`src/rtl/seg_display_driver.sv`:
```
`default_nettype none
// ============================================================================
// Module   : seg_display_driver
// Purpose  : Captures a 3-digit BCD value on a strobe and drives three
//            active-low 7-segment displays through registered outputs.
//            Performs leading-zero blanking, shows an 'E' glyph for any
//            non-BCD digit, and flashes the whole display for a timed
//            sequence after each counter-wrap pulse.
// Ports    : Clock       - system clock (rising edge)
//            Reset       - synchronous, active-high reset
//            digit_valid - single-cycle strobe, captures ones/tens/hundreds
//            ones        - BCD units digit
//            tens        - BCD tens digit
//            hundreds    - BCD hundreds digit
//            wrap_pulse  - single-cycle pulse, counter rolled 999 -> 000
//            flashing    - high while the flash sequence is active
//            HEX0        - right-most display, segments a..g (index 0 = a)
//            HEX1        - middle display
//            HEX2        - left-most display
// Options  : SEG_LEADING_ZERO_BLANK_EN - when defined, HEX2 is blanked for a
//            zero hundreds digit and HEX1 for zero hundreds and tens.
//            When undefined all three digits are always decoded.
// Revision : 1.0 - initial release
// ============================================================================
module seg_display_driver #(
    parameter int BLINK_HALF  = 25_000_000, // cycles per dark / lit phase, >= 1
    parameter int BLINK_COUNT = 3,          // dark phases per sequence, 0 = off
    parameter int CNT_W       = 25          // phase counter width, holds BLINK_HALF-1
) (
    input  logic       Clock,
    input  logic       Reset,
    input  logic       digit_valid,
    input  logic [3:0] ones,
    input  logic [3:0] tens,
    input  logic [3:0] hundreds,
    input  logic       wrap_pulse,
    output logic       flashing,
    output logic [0:6] HEX0,
    output logic [0:6] HEX1,
    output logic [0:6] HEX2
);

    // Dark-phase counter must hold values 1..BLINK_COUNT.
    localparam int DC_W = (BLINK_COUNT < 2) ? 1 : $clog2(BLINK_COUNT + 1);

    localparam logic [CNT_W-1:0] c_phase_last = CNT_W'(BLINK_HALF - 1);
    localparam logic [DC_W-1:0]  c_dark_last  = DC_W'(BLINK_COUNT);
    localparam logic [DC_W-1:0]  c_dark_one   = DC_W'(1);
    localparam logic [0:6]       c_seg_blank  = 7'b1111111;

    typedef enum logic [1:0] {
        ST_IDLE = 2'd0,
        ST_DARK = 2'd1,
        ST_LIT  = 2'd2
    } state_t;

    // ------------------------------------------------------------------
    // Registers
    // ------------------------------------------------------------------
    logic [3:0]       ones_q, ones_d;
    logic [3:0]       tens_q, tens_d;
    logic [3:0]       hund_q, hund_d;
    state_t           state_q, state_d;
    logic [CNT_W-1:0] phase_q, phase_d;
    logic [DC_W-1:0]  dark_cnt_q, dark_cnt_d;
    logic             flashing_q, flashing_d;
    logic [0:6]       hex0_q, hex0_d;
    logic [0:6]       hex1_q, hex1_d;
    logic [0:6]       hex2_q, hex2_d;

    // Segment pattern, index 0 = segment a, active-low.
    function automatic logic [0:6] seg_decode(input logic [3:0] digit);
        logic [0:6] seg;
        case (digit)
            4'd0:    seg = 7'b0000001;
            4'd1:    seg = 7'b1001111;
            4'd2:    seg = 7'b0010010;
            4'd3:    seg = 7'b0000110;
            4'd4:    seg = 7'b1001100;
            4'd5:    seg = 7'b0100100;
            4'd6:    seg = 7'b0100000;
            4'd7:    seg = 7'b0001111;
            4'd8:    seg = 7'b0000000;
            4'd9:    seg = 7'b0000100;
            default: seg = 7'b0110000; // 'E' for non-BCD input
        endcase
        return seg;
    endfunction

    // ------------------------------------------------------------------
    // Capture stage
    // ------------------------------------------------------------------
    always_comb begin
        ones_d = ones_q;
        tens_d = tens_q;
        hund_d = hund_q;
        if (digit_valid) begin
            ones_d = ones;
            tens_d = tens;
            hund_d = hundreds;
        end
    end

    // ------------------------------------------------------------------
    // Flash sequencer next-state
    // ------------------------------------------------------------------
    always_comb begin
        state_d    = state_q;
        phase_d    = phase_q;
        dark_cnt_d = dark_cnt_q;
        unique case (state_q)
            ST_IDLE: begin
                if (wrap_pulse && (BLINK_COUNT > 0)) begin
                    state_d    = ST_DARK;
                    phase_d    = '0;
                    dark_cnt_d = c_dark_one;
                end
            end
            ST_DARK: begin
                // A retrigger wins over the phase-end transition.
                if (wrap_pulse) begin
                    state_d    = ST_DARK;
                    phase_d    = '0;
                    dark_cnt_d = c_dark_one;
                end else if (phase_q == c_phase_last) begin
                    phase_d = '0;
                    state_d = (dark_cnt_q == c_dark_last) ? ST_IDLE : ST_LIT;
                end else begin
                    phase_d = phase_q + 1'b1;
                end
            end
            ST_LIT: begin
                if (wrap_pulse) begin
                    state_d    = ST_DARK;
                    phase_d    = '0;
                    dark_cnt_d = c_dark_one;
                end else if (phase_q == c_phase_last) begin
                    state_d    = ST_DARK;
                    phase_d    = '0;
                    dark_cnt_d = dark_cnt_q + c_dark_one;
                end else begin
                    phase_d = phase_q + 1'b1;
                end
            end
            default: begin
                state_d    = ST_IDLE;
                phase_d    = '0;
                dark_cnt_d = '0;
            end
        endcase
        flashing_d = (state_d != ST_IDLE);
    end

    // ------------------------------------------------------------------
    // Decode / output stage: works from the registered digits and state,
    // so a new capture or state change shows one edge later.
    // ------------------------------------------------------------------
    always_comb begin
        hex0_d = seg_decode(ones_q);
        hex1_d = seg_decode(tens_q);
        hex2_d = seg_decode(hund_q);
`ifdef SEG_LEADING_ZERO_BLANK_EN
        if (hund_q == 4'd0) begin
            hex2_d = c_seg_blank;
            if (tens_q == 4'd0) begin
                hex1_d = c_seg_blank;
            end
        end
`else
`endif
        if (state_q == ST_DARK) begin
            hex0_d = c_seg_blank;
            hex1_d = c_seg_blank;
            hex2_d = c_seg_blank;
        end
    end

    // ------------------------------------------------------------------
    // State registers
    // ------------------------------------------------------------------
    always_ff @(posedge Clock) begin
        if (Reset) begin
            ones_q     <= '0;
            tens_q     <= '0;
            hund_q     <= '0;
            state_q    <= ST_IDLE;
            phase_q    <= '0;
            dark_cnt_q <= '0;
            flashing_q <= 1'b0;
            hex0_q     <= c_seg_blank;
            hex1_q     <= c_seg_blank;
            hex2_q     <= c_seg_blank;
        end else begin
            ones_q     <= ones_d;
            tens_q     <= tens_d;
            hund_q     <= hund_d;
            state_q    <= state_d;
            phase_q    <= phase_d;
            dark_cnt_q <= dark_cnt_d;
            flashing_q <= flashing_d;
            hex0_q     <= hex0_d;
            hex1_q     <= hex1_d;
            hex2_q     <= hex2_d;
        end
    end

    assign flashing = flashing_q;
    assign HEX0     = hex0_q;
    assign HEX1     = hex1_q;
    assign HEX2     = hex2_q;

endmodule
`default_nettype wire

```
`config.mk`:
```
export PLATFORM = sky130hd
export DESIGN_NAME = seg_display_driver
export DESIGN_NICKNAME = d
export VERILOG_FILES = /design/src/rtl/seg_display_driver.sv
export SDC_FILE = /design/constraint.sdc
export NUM_CORES = 1
export LEC_CHECK = 0
export ABC_AREA = 1
export BUFFER_PORTS_ARGS = -buffer_cell sky130_fd_sc_hd__buf_2
export CELL_PAD_IN_SITES_DETAIL_PLACEMENT = 1
export CELL_PAD_IN_SITES_GLOBAL_PLACEMENT = 1
export CORE_UTILIZATION = 38
export CTS_CLUSTER_SIZE = 25
export DETAILED_ROUTE_END_ITERATION = 8
export PLACE_DENSITY = 0.79
export SYNTH_ARGS = -nofsm -noshare
export SYNTH_HDL_FRONTEND = slang
export SYNTH_SLANG_ARGS = --single-unit
```
`constraint.sdc`:
```
create_clock -name Clock -period 1.45 [get_ports Clock]
set_clock_uncertainty 0.1 [all_clocks]
set_input_delay 0.29 -clock Clock [delete_from_list [all_inputs] [get_ports Clock]]
set_output_delay 0.29 -clock Clock [all_outputs]
set_load 0.05 [all_outputs]
```
==> run_results.csv, run 1 <==
group,metric,value,unit
clock_tree,tritoncts_clock_tree,"yes",
worst_setup_path,worst_setup_path_end_kind,"flip-flop",
logic_synthesis,synthMostInstantiatedCell,"nand2_1",
clock_tree,cts_max_level,3,
worst_setup_path,timing.critical_path.fanout_max,3,
place,weighted_congestion_at_the_end_of_routability_driven_global_placement,0.893,
logic_synthesis,yosys-top-cells-area,"dfxtp_1 (37%), nand2_1 (12%), ha_1 (8.1%)",
pwr,powerDensity,963,nW/µm²
sta,timing.final.crit_share,1.29,
sta,slew_violations,0,
global_route,grt_usage,0.241,
global_route,grt_first_pass_wirelength,18200,µm
clock_tree,clk_transition_reported_paths,0.08,ns
finish,filler_cell_count,1112,
logic_synthesis,synth_edf_count,0,
clock_tree,cts_buffer_depth,2,
route,drt-wirelength-per-cell,17.5,µm
floorplanning,floorplan.die_area,9370,µm²
hold_path,hold_path.class,"input port to flip-flop",
finish,stdcell_area,4710,µm²
route,drc,0,
sta,postLayoutSetupSlackWorst,-0.415,ns
status,failed_checks,"setup timing",
place,port_buffers,37,
floorplanning,number_of_placed_i_o_pins,38,
logic_synthesis,synth_largest_type_area_fraction,0.369,
route,detailedRoute.firstIterationViolations,162,
worst_setup_path,worstSetupStartpointType,"flip-flop",
worst_setup_path,beginning_of_the_worst_register_to_register_path,"phase_q[1]",
place,hpwlAfterDp,7580,µm
pwr,p_leak,1.99,nW
flow_run,maxCapViolations,0,
status,outcome,"complete, but fails checks",
hold_path,worst_min_path_start,"ones[2]",
logic_synthesis,synth.yosys.warnings,0,
logic_synthesis,synth_cell_type_count,29,
floorplanning,die_y,96.8,µm
finish,antenna_cells,0,
logic_synthesis,syn_area_per_cell,6.97,µm²
route,routed_wirelength,12200,µm
sta,worst_hold_slack,0.111,ns
logic_synthesis,synthTopCellsByCount,"nand2_1 (113), nor2_1 (67), dfxtp_1 (63)",
logic_synthesis,syn_area,3420,µm²
logic_synthesis,ys_async_sr_fraction,0,
logic_synthesis,synth_sequential_area_ratio,0.369,
place,dp_worst_setup_slack,-0.250,ns
finish,layout-drive-gt1-share,0.386,
clock_tree,postCtsHoldBufs,0,
clock_tree,cts_inserted_buffers,9,
global_route,global_route.overflow_total,0,
floorplanning,initial_core_utilization,0.392,
route,detail-route-antenna-nets,0,
clock_tree,clk_latency,0.36,ns
sta,hold_viol_final,0,
worst_setup_path,arrival,2.05,ns
clock_tree,cts-root-buf,"clkbuf_8",
logic_synthesis,synthDominantAreaCellType,"dfxtp_1",
global_route,grt_pass1_vias,3793,
worst_setup_path,setup.worst_path.class,"flip-flop to flip-flop",
sta,maxClockFrequency,0.536,GHz
place,postPlaceCellArea,4100,µm²
logic_synthesis,syn_nets,528,
logic_synthesis,synthFlopType,"dfxtp_1",
sta,final.min_clock_period,1.86,ns
route,via_count,3628,
global_route,antenna_violations_before_repair,0,
sta,worstMarginPinSlew,0.313,ns
logic_synthesis,syn-instance-count,490,
logic_synthesis,synth-seq-cells,63,
sta,worst_slew_margin_rel,0.789,
floorplanning,horiz_die_dim,96.8,µm
floorplanning,core,8720,µm²
pwr,vdd_ir_drop_max,0.000881,V
floorplanning,num_rows,34,
finish,flow.area_growth_from_synthesis,38.0,%
sta,finalSetupViolations,30,
route,viasPerCell,5.18,
worst_setup_path,setup.worst_path.start,"phase_q[1]",
finish,num-nets-final,626,
worst_setup_path,cp_data_required_time,1.63,ns
global_route,largest_net_degree_at_the_start_of_global_routing,25,
route,firstDrtPassIters,4,
clock_tree,clock_sinks,63,
sta,unrepaired_setup_endpoints_after_global_routing,"yes",
==> per-layer routing <==
layer	global-route usage	part of all wire	up-vias
met3	0.0462	0.037	59
met1	0.271	0.41	1718
met4	0.107	0.053	0
li1	-	-	1752
met2	0.438	0.50	99
met5	0	0	-
==> repair_timing <==
action | CTS | global route
buffers inserted | 5 | 6
endpoints found under the setup margin | 35 | 43
endpoints found under the hold margin | 0 | 0
cloned | 1 | 0
resized for setup | 43 | 50
pin swaps | 16 | 18
==> stage by stage <==
step | util | power, mW | TNS, ns | instances
finish | 0.540 | 4.54 | -5.56 | 701
global route | 0.540 | 4.69 | -7.14 | 701
CTS | 0.517 | 4.52 | -2.14 | 695
detailed placement | 0.470 | 2.69 | -4.53 | 673
global placement | 0.470 | 2.67 | -2.38 | 673
floorplan | - | 2.44 | 0 | 490
==> flip-flops by register name, summed over array words and instances (netlist names) <==
| signal | flops |
|---|---|
| state_q | 2 |
| tens_q | 4 |
| HEX0 | 7 |
| phase_q | 25 |
| ones_q | 4 |
| hund_q | 4 |
| HEX1 | 7 |
| dark_cnt_q | 2 |
| flashing | 1 |
| HEX2 | 7 |
==> worst max-delay path, cell delays in order, from the launching register on <==
cell and delay (ns):
dfxtp_2 0.38, ha_4 0.18, nand3_4 0.10, nor2_4 0.15
nand2_2 0.09, nor2_4 0.18, nand2_2 0.08, nand2_2 0.07
nand2_1 0.07, nor2_1 0.15, nor2_1 0.08, nor2_1 0.15
==> cell families (layout without fill, tap and decap cells) <==
| group | count (synthesis) | after routing | synth area share |
|---|---|---|---|
| AND/OR/NAND/NOR | 263 | 264 | 0.352 |
| XOR/XNOR | 7 | 7 | 0.0179 |
| buffers and inverters | 63 | 165 | 0.0714 |
| flip-flops | 63 | 63 | 0.369 |
| AO/OA/AOI/OAI | 72 | 72 | 0.109 |
| adder cells (fa/ha/maj) | 22 | 22 | 0.0806 |
==> worst paths after layout <==
check        slack, ns  cells past startpoint          end
max reg2reg      -0.41                     11  phase_q[24]
min               0.11                      3    ones_q[2]
min reg2reg       0.45                      1      HEX0[0]
max              -0.41                     11  phase_q[24]
==> cells in the final DEF (no fill, tap or decap), types with 2 or more instances in the layout <==
cell type   synthesis  final
and2_1              2      2
dfxtp_2             0     23
clkbuf_8            0     10
o21ai_0            37     35
nand2_4             2     10
nand3_2             2      5
a21oi_1            30     26
nand2_2            10     19
dfxtp_1            63     40
buf_12              0      2
buf_6               0      2
nor2_4              6     21
nor2_1             67     52
inv_1              47     44
nand4_1             4      4
a21oi_2             1      5
o21ai_1             1      3
nand2_1           113     97
clkinvlp_4          0      2
nor2_2             12     12
inv_2               7      9
xor2_1              5      4
nand3_1            35     31
ha_4                0      2
buf_2               0     37
nor3_1              3      2
buf_4               2     54
xnor2_1             2      2
or2_2               5      5
bufinv_16           0      2
ha_1               22     19
==> layout make-up <==
| class | instances | area [µm²] | share of cell area |
|---|---|---|---|
| tap | 108 | 135 | 0.0287 |
| clock inverter | 6 | 92.6 | 0.0196 |
| timing repair buffer | 95 | 653 | 0.139 |
| sequential | 63 | 1290 | 0.274 |
| clock buffer | 10 | 138 | 0.0292 |
| inverter | 54 | 205 | 0.0435 |
| multi-input combinational | 365 | 2200 | 0.467 |
==> report_power, final <==
part | internal, mW | total, mW | switching (mW)
logic | 0.247 | 0.826 | 0.578
registers | 1.83 | 1.89 | 0.0542
clock network | 1.02 | 1.83 | 0.804
(Power assumes the default switching activity.)
==> run 2: changes to the inputs <==
==> config.mk (replaced) <==
export PLATFORM = sky130hd
export DESIGN_NAME = seg_display_driver
export DESIGN_NICKNAME = d
export VERILOG_FILES = /design/src/rtl/seg_display_driver.sv
export SDC_FILE = /design/constraint.sdc
export NUM_CORES = 1
export LEC_CHECK = 0
export BUFFER_PORTS_ARGS = -buffer_cell sky130_fd_sc_hd__clkbuf_2
export CELL_PAD_IN_SITES_DETAIL_PLACEMENT = 1
export CELL_PAD_IN_SITES_GLOBAL_PLACEMENT = 1
export CORE_UTILIZATION = 43
export CTS_CLUSTER_SIZE = 25
export DETAILED_ROUTE_END_ITERATION = 8
export PLACE_DENSITY = 0.82
export SYNTH_ARGS = -nofsm -noshare
export SYNTH_HDL_FRONTEND = slang
export SYNTH_SLANG_ARGS = --single-unit
==> constraint.sdc (replaced) <==
create_clock -name Clock -period 2.1 [get_ports Clock]
set_clock_uncertainty 0.1 [all_clocks]
set_input_delay 0.42 -clock Clock [delete_from_list [all_inputs] [get_ports Clock]]
set_output_delay 0.42 -clock Clock [all_outputs]
set_load 0.05 [all_outputs]
==> run_results.csv, run 2 <==
group,metric,value,unit
route,via_count,2825,
global_route,grt_usage,0.234,
route,viasPerCell,5.36,
worst_setup_path,arrival,2.22,ns
logic_synthesis,yosys-top-cells-area,"dfxtp_1 (41%), ha_1 (8.9%), nor2_1 (5.4%)",
finish,stdcell_area,3800,µm²
clock_tree,clock_sinks,63,
place,port_buffers,37,
global_route,grt_pass1_vias,2864,
logic_synthesis,syn_nets,401,
finish,num-nets-final,464,
pwr,vdd_ir_drop_max,0.000525,V
route,detail-route-antenna-nets,0,
finish,layout-drive-gt1-share,0.225,
finish,layout.cells.most_common,"dfxtp_1",
logic_synthesis,synth_sequential_area_ratio,0.409,
logic_synthesis,synth-seq-cells,63,
floorplanning,core,6870,µm²
worst_setup_path,setup.worst_path.class,"flip-flop to flip-flop",
route,routed_wirelength,8230,µm
route,detailedRoute.firstIterationViolations,100,
clock_tree,cts-root-buf,"clkbuf_8",
sta,final.min_clock_period,2.03,ns
global_route,global_route.overflow_total,0,
clock_tree,clk_latency,0.34,ns
worst_setup_path,crit_path_frequent_cell,"inv_1",
route,drc,0,
place,dp.cells,509,
sta,maxClockFrequency,0.492,GHz
worst_setup_path,critical-path-max-stage-delay,0.52,ns
pwr,powerDensity,728,nW/µm²
clock_tree,tritoncts_clock_tree,"yes",
place,hpwlAfterDp,6040,µm
route,drt-wirelength-per-cell,15.6,µm
flow_run,maxCapViolations,0,
place,weighted_congestion_at_the_end_of_routability_driven_global_placement,0.774,
place,dp_worst_setup_slack,-0.0836,ns
global_route,antenna_violations_before_repair,0,
logic_synthesis,synthMostInstantiatedCell,"dfxtp_1",
finish,layoutNonFillerInstCount,527,
logic_synthesis,synthDominantAreaCellType,"dfxtp_1",
sta,slew_violations,0,
floorplanning,num_rows,30,
global_route,grt_first_pass_wirelength,13500,µm
route,firstDrtPassIters,4,
finish,filler_cell_count,825,
worst_setup_path,reg2reg_setup_slack,0.07,ns
finish,mostFrequentLayoutCells,"dfxtp_1 (63), nor2_1 (43), clkbuf_2 (37)",
logic_synthesis,synthFlopType,"dfxtp_1",
finish,max_reg_flops,25,
worst_setup_path,worstSetupStartpointType,"flip-flop",
clock_tree,cts_buffer_depth,2,
logic_synthesis,synth_edf_count,0,
sta,hold_viol_final,0,
logic_synthesis,synthTopCellsByCount,"dfxtp_1 (63), nor2_1 (44), nand2_1 (29)",
clock_tree,cts_inserted_buffers,9,
logic_synthesis,synth_largest_type_area_fraction,0.409,
finish,finish.utilization,0.554,
logic_synthesis,syn_area,3080,µm²
worst_setup_path,cp_data_required_time,2.29,ns
sta,worst_slew_margin_rel,0.654,
sta,finalSetupViolations,0,
finish,register_area,1260,µm²
worst_setup_path,worst_setup_path_end_kind,"flip-flop",
sta,timing.setup.tns,0,ns
floorplanning,die_y,86.6,µm
logic_synthesis,syn-instance-count,363,
floorplanning,floorplan.die_area,7510,µm²
finish,flow.area_growth_from_synthesis,23.5,%
finish,multiInputGateArea,1750,µm²
clock_tree,cts_max_level,3,
floorplanning,initial_core_utilization,0.448,
worst_setup_path,timing.critical_path.fanout_max,9,
logic_synthesis,synth.yosys.warnings,0,
finish,antenna_cells,0,
clock_tree,clk_transition_reported_paths,0.08,ns
floorplanning,number_of_placed_i_o_pins,38,
logic_synthesis,ys_async_sr_fraction,0,
global_route,largest_net_degree_at_the_start_of_global_routing,21,
clock_tree,postCtsHoldBufs,0,
sta,postLayoutSetupSlackWorst,0.0667,ns
worst_setup_path,crit_chain,"inv_1 > ha_1 > inv_1 > nor3_4 > o21ai_4 > or4_1 > nand3_1",
finish,regMostFlops,"phase_q",
status,outcome,"finished, final reports clean",
logic_synthesis,synth_cell_type_count,50,
pwr,p_leak,1.53,nW
worst_setup_path,critical_path.slowest_cell,"or4_1",
logic_synthesis,syn_area_per_cell,8.49,µm²
sta,worstMarginPinSlew,0.514,ns
place,postPlaceCellArea,3530,µm²
sta,timing.final.crit_share,0.968,
floorplanning,horiz_die_dim,86.6,µm
hold_path,hold_path.class,"input port to flip-flop",
-- run 2: routing by layer --
layer / up-vias / track usage / share of wire
met5: - / 0 / 0
met4: 0 / 0.0697 / 0.016
met3: 14 / 0.0600 / 0.036
met2: 59 / 0.424 / 0.51
met1: 1345 / 0.272 / 0.44
li1: 1407 / - / -
-- run 2: cell families after synthesis --
kind of cell    Yosys count  synth area share
compound gates           83             0.160
xor+xnor                  9            0.0256
fa+ha+maj                22            0.0894
buf+inv                  32            0.0422
flops                    63             0.409
mux                      13            0.0422
simple gates            141             0.231
-- run 2: power by group --
group | internal, mW | switching [mW]
sequential | 1.25 | 0.0445
combinational | 0.120 | 0.297
clock | 0.554 | 0.498
total | 1.93 | 0.839
-- run 2: area by class of cell --
type | count | area share
multi-input combinational | 268 | 0.460
clock buffer | 10 | 0.0336
tap | 96 | 0.0316
clock inverter | 6 | 0.0187
timing repair buffer | 67 | 0.108
inverter | 17 | 0.0168
sequential | 63 | 0.332
-- run 2: worst paths after layout --
path          startpoint          end  cells past startpoint
max           state_q[1]  phase_q[12]                      7
min              ones[0]    ones_q[0]                      3
max reg2reg   state_q[1]  phase_q[12]                      7
min reg2reg  phase_q[20]  phase_q[20]                      1
-- run 2: critical path: cells and delay by family (launching register included) --
family / cells / cell delay [ns]
compound gates: 1 / 0.15
buf+inv: 2 / 0.19
simple gates: 3 / 0.86
fa+ha+maj: 1 / 0.34
flops: 1 / 0.34
-- run 2: through the flow --
stage / hold WS [ns] / power [mW]
2_1_floorplan: 0.332 / 1.62
3_3_place_gp: 0.355 / 1.72
3_5_place_dp: 0.366 / 1.74
4_1_cts: 0.199 / 2.79
5_1_grt: 0.211 / 2.89
6_report: 0.206 / 2.77
-- run 2: timing repair --
action | 4_1_cts | 5_1_grt
pin swaps | 1 | 4
gates resized for setup | 2 | 8
setup buffers | 1 | 1
setup endpoints to repair | 9 | 16
endpoints found under the hold margin | 0 | 0
==> run 3: changes to the inputs <==
--- a/config.mk
+++ b/config.mk
@@ -11,7 +11,7 @@
 export CORE_UTILIZATION = 43
 export CTS_CLUSTER_SIZE = 25
 export DETAILED_ROUTE_END_ITERATION = 8
-export PLACE_DENSITY = 0.82
+export PLACE_DENSITY = 0.86
 export SYNTH_ARGS = -nofsm -noshare
 export SYNTH_HDL_FRONTEND = slang
 export SYNTH_SLANG_ARGS = --single-unit
==> run_results.csv, run 3 (synthesized netlist as in run 2, its figures left out) <==
group,metric,value,unit
clock_tree,cts-root-buf,"clkbuf_8",
floorplanning,horiz_die_dim,86.6,µm
worst_setup_path,worstSetupStartpointType,"flip-flop",
sta,timing.final.crit_share,0.959,
sta,hold_viol_final,0,
route,firstDrtPassIters,4,
global_route,largest_net_degree_at_the_start_of_global_routing,22,
finish,max_reg_flops,25,
sta,worst_slew_margin_rel,0.641,
global_route,grt_pass1_vias,2961,
floorplanning,number_of_placed_i_o_pins,38,
clock_tree,cts_buffer_depth,2,
pwr,seq_power_share,0.468,
worst_setup_path,reg2reg_setup_slack,0.09,ns
pwr,power.net_switching,803,µW
pwr,switching_share,0.289,
pwr,total_power,2.78,mW
route,drt-wirelength-per-cell,16.4,µm
clock_tree,cts_max_level,3,
worst_setup_path,timing.critical_path.fanout_max,6,
route,routed_wirelength,8600,µm
floorplanning,num_rows,30,
clock_tree,tritoncts_clock_tree,"yes",
place,dp.cells,507,
sta,slew_violations,0,
worst_setup_path,worstRegToRegCells,6,
floorplanning,floorplan.die_area,7510,µm²
finish,antenna_cells,0,
worst_setup_path,setup.worst_path.class,"flip-flop to flip-flop",
finish,regMostFlops,"phase_q",
worst_setup_path,worst_setup_path_end_kind,"flip-flop",
sta,final.min_clock_period,2.01,ns
finish,layout.cells.most_common,"dfxtp_1",
worst_setup_path,cp_data_required_time,2.24,ns
route,detail-route-antenna-nets,0,
sta,worst_hold_slack,0.213,ns
hold_path,worstHoldPathCells,3,
hold_path,hold_path.class,"input port to flip-flop",
place,port_buffers,37,
sta,timing.setup.tns,0,ns
place,weighted_congestion_at_the_end_of_routability_driven_global_placement,0.793,
global_route,global_route.overflow_total,0,
finish,num-nets-final,463,
place,hpwlAfterDp,5840,µm
route,detailedRoute.firstIterationViolations,101,
finish,mostFrequentLayoutCells,"dfxtp_1 (63), nor2_1 (43), clkbuf_2 (38)",
route,viasPerCell,5.45,
sta,worstMarginPinSlew,0.533,ns
finish,layoutNonFillerInstCount,524,
sta,maxClockFrequency,0.497,GHz
floorplanning,die_y,86.6,µm
global_route,antenna_violations_before_repair,0,
route,drc,0,
finish,flow.area_growth_from_synthesis,22.7,%
floorplanning,initial_core_utilization,0.448,
finish,layout-drive-gt1-share,0.220,
route,via_count,2855,
clock_tree,cts_inserted_buffers,9,
floorplanning,core,6870,µm²
finish,finish.utilization,0.550,
global_route,grt_first_pass_wirelength,14200,µm
global_route,grt_usage,0.246,
pwr,p_leak,1.53,nW
sta,finalSetupViolations,0,
pwr,vdd_ir_drop_max,0.000547,V
finish,filler_cell_count,838,
pwr,intPower,1.97,mW
flow_run,maxCapViolations,0,
pwr,powerDensity,735,nW/µm²
pwr,power.share.combinational,0.151,
clock_tree,clock_sinks,63,
pwr,power.clock.fraction,0.382,
clock_tree,clk_latency,0.35,ns
status,outcome,"finished, final reports clean",
worst_setup_path,arrival,2.15,ns
clock_tree,clk_transition_reported_paths,0.07,ns
[run 3: cell types whose count changed in the layout (fill, tap and decap cells not counted), moves of 2 or more]
cell,before,now
buf_4,30,28
clkbuf_8,9,11
clkinv_4,3,1
clkinvlp_4,2,0
[run 3: critical path, stage by stage, from the launching register on]
cell,delay (ns)
dfxtp_1,0.33
or3_1,0.41
or3_4,0.42
o21ai_4,0.26
clkbuf_2,0.20
or3_1,0.12
nand3_1,0.07
[run 3: power groups by stage]
stage | Clock, mW | Sequential, mW | Combinational [mW]
6_report | 1.06 | 1.30 | 0.418
5_1_grt | 1.15 | 1.31 | 0.451
4_1_cts | 1.08 | 1.30 | 0.417
3_5_place_dp | 0 | 1.32 | 0.410
3_3_place_gp | 0 | 1.32 | 0.398
2_1_floorplan | 0 | 1.46 | 0.160
[run 3: final cells by class]
cell class	count	area, µm²	area share
sequential	63	1260	0.334
timing repair buffer	66	400	0.106
inverter	17	63.8	0.0169
tap	96	120	0.0318
clock buffer	11	151	0.0401
multi-input combinational	268	1740	0.460
clock inverter	3	43.8	0.0116
[run 3: through the flow]
| step | setup slack [ns] | instance area, µm² |
|---|---|---|
| after floorplan | 0.0673 | 3080 |
| after global placement | 0.0898 | 3510 |
| after detailed placement | -0.0457 | 3510 |
| after CTS | 0.0340 | 3720 |
| after global routing | -0.0262 | 3780 |
| final | 0.0868 | 3780 |
[run 3: worst paths after layout]
path / start / endpoint
min: tens[3] / tens_q[3]
min reg2reg: phase_q[20] / phase_q[20]
max: phase_q[9] / phase_q[24]
max reg2reg: phase_q[9] / phase_q[24]
[run 3: layer usage]
layer,up-vias,global-route usage,share of wire
met4,0,0.0955,0.016
met1,1385,0.275,0.43
li1,1405,-,-
met2,54,0.451,0.52
met3,11,0.0581,0.030
met5,-,0,0
[run 3: what timing repair did]
action	4_1_cts	5_1_grt
endpoints found under the setup margin	6	20
setup buffers	1	2
hold buffers	0	0
gates resized for setup	1	8
pin swaps	1	2
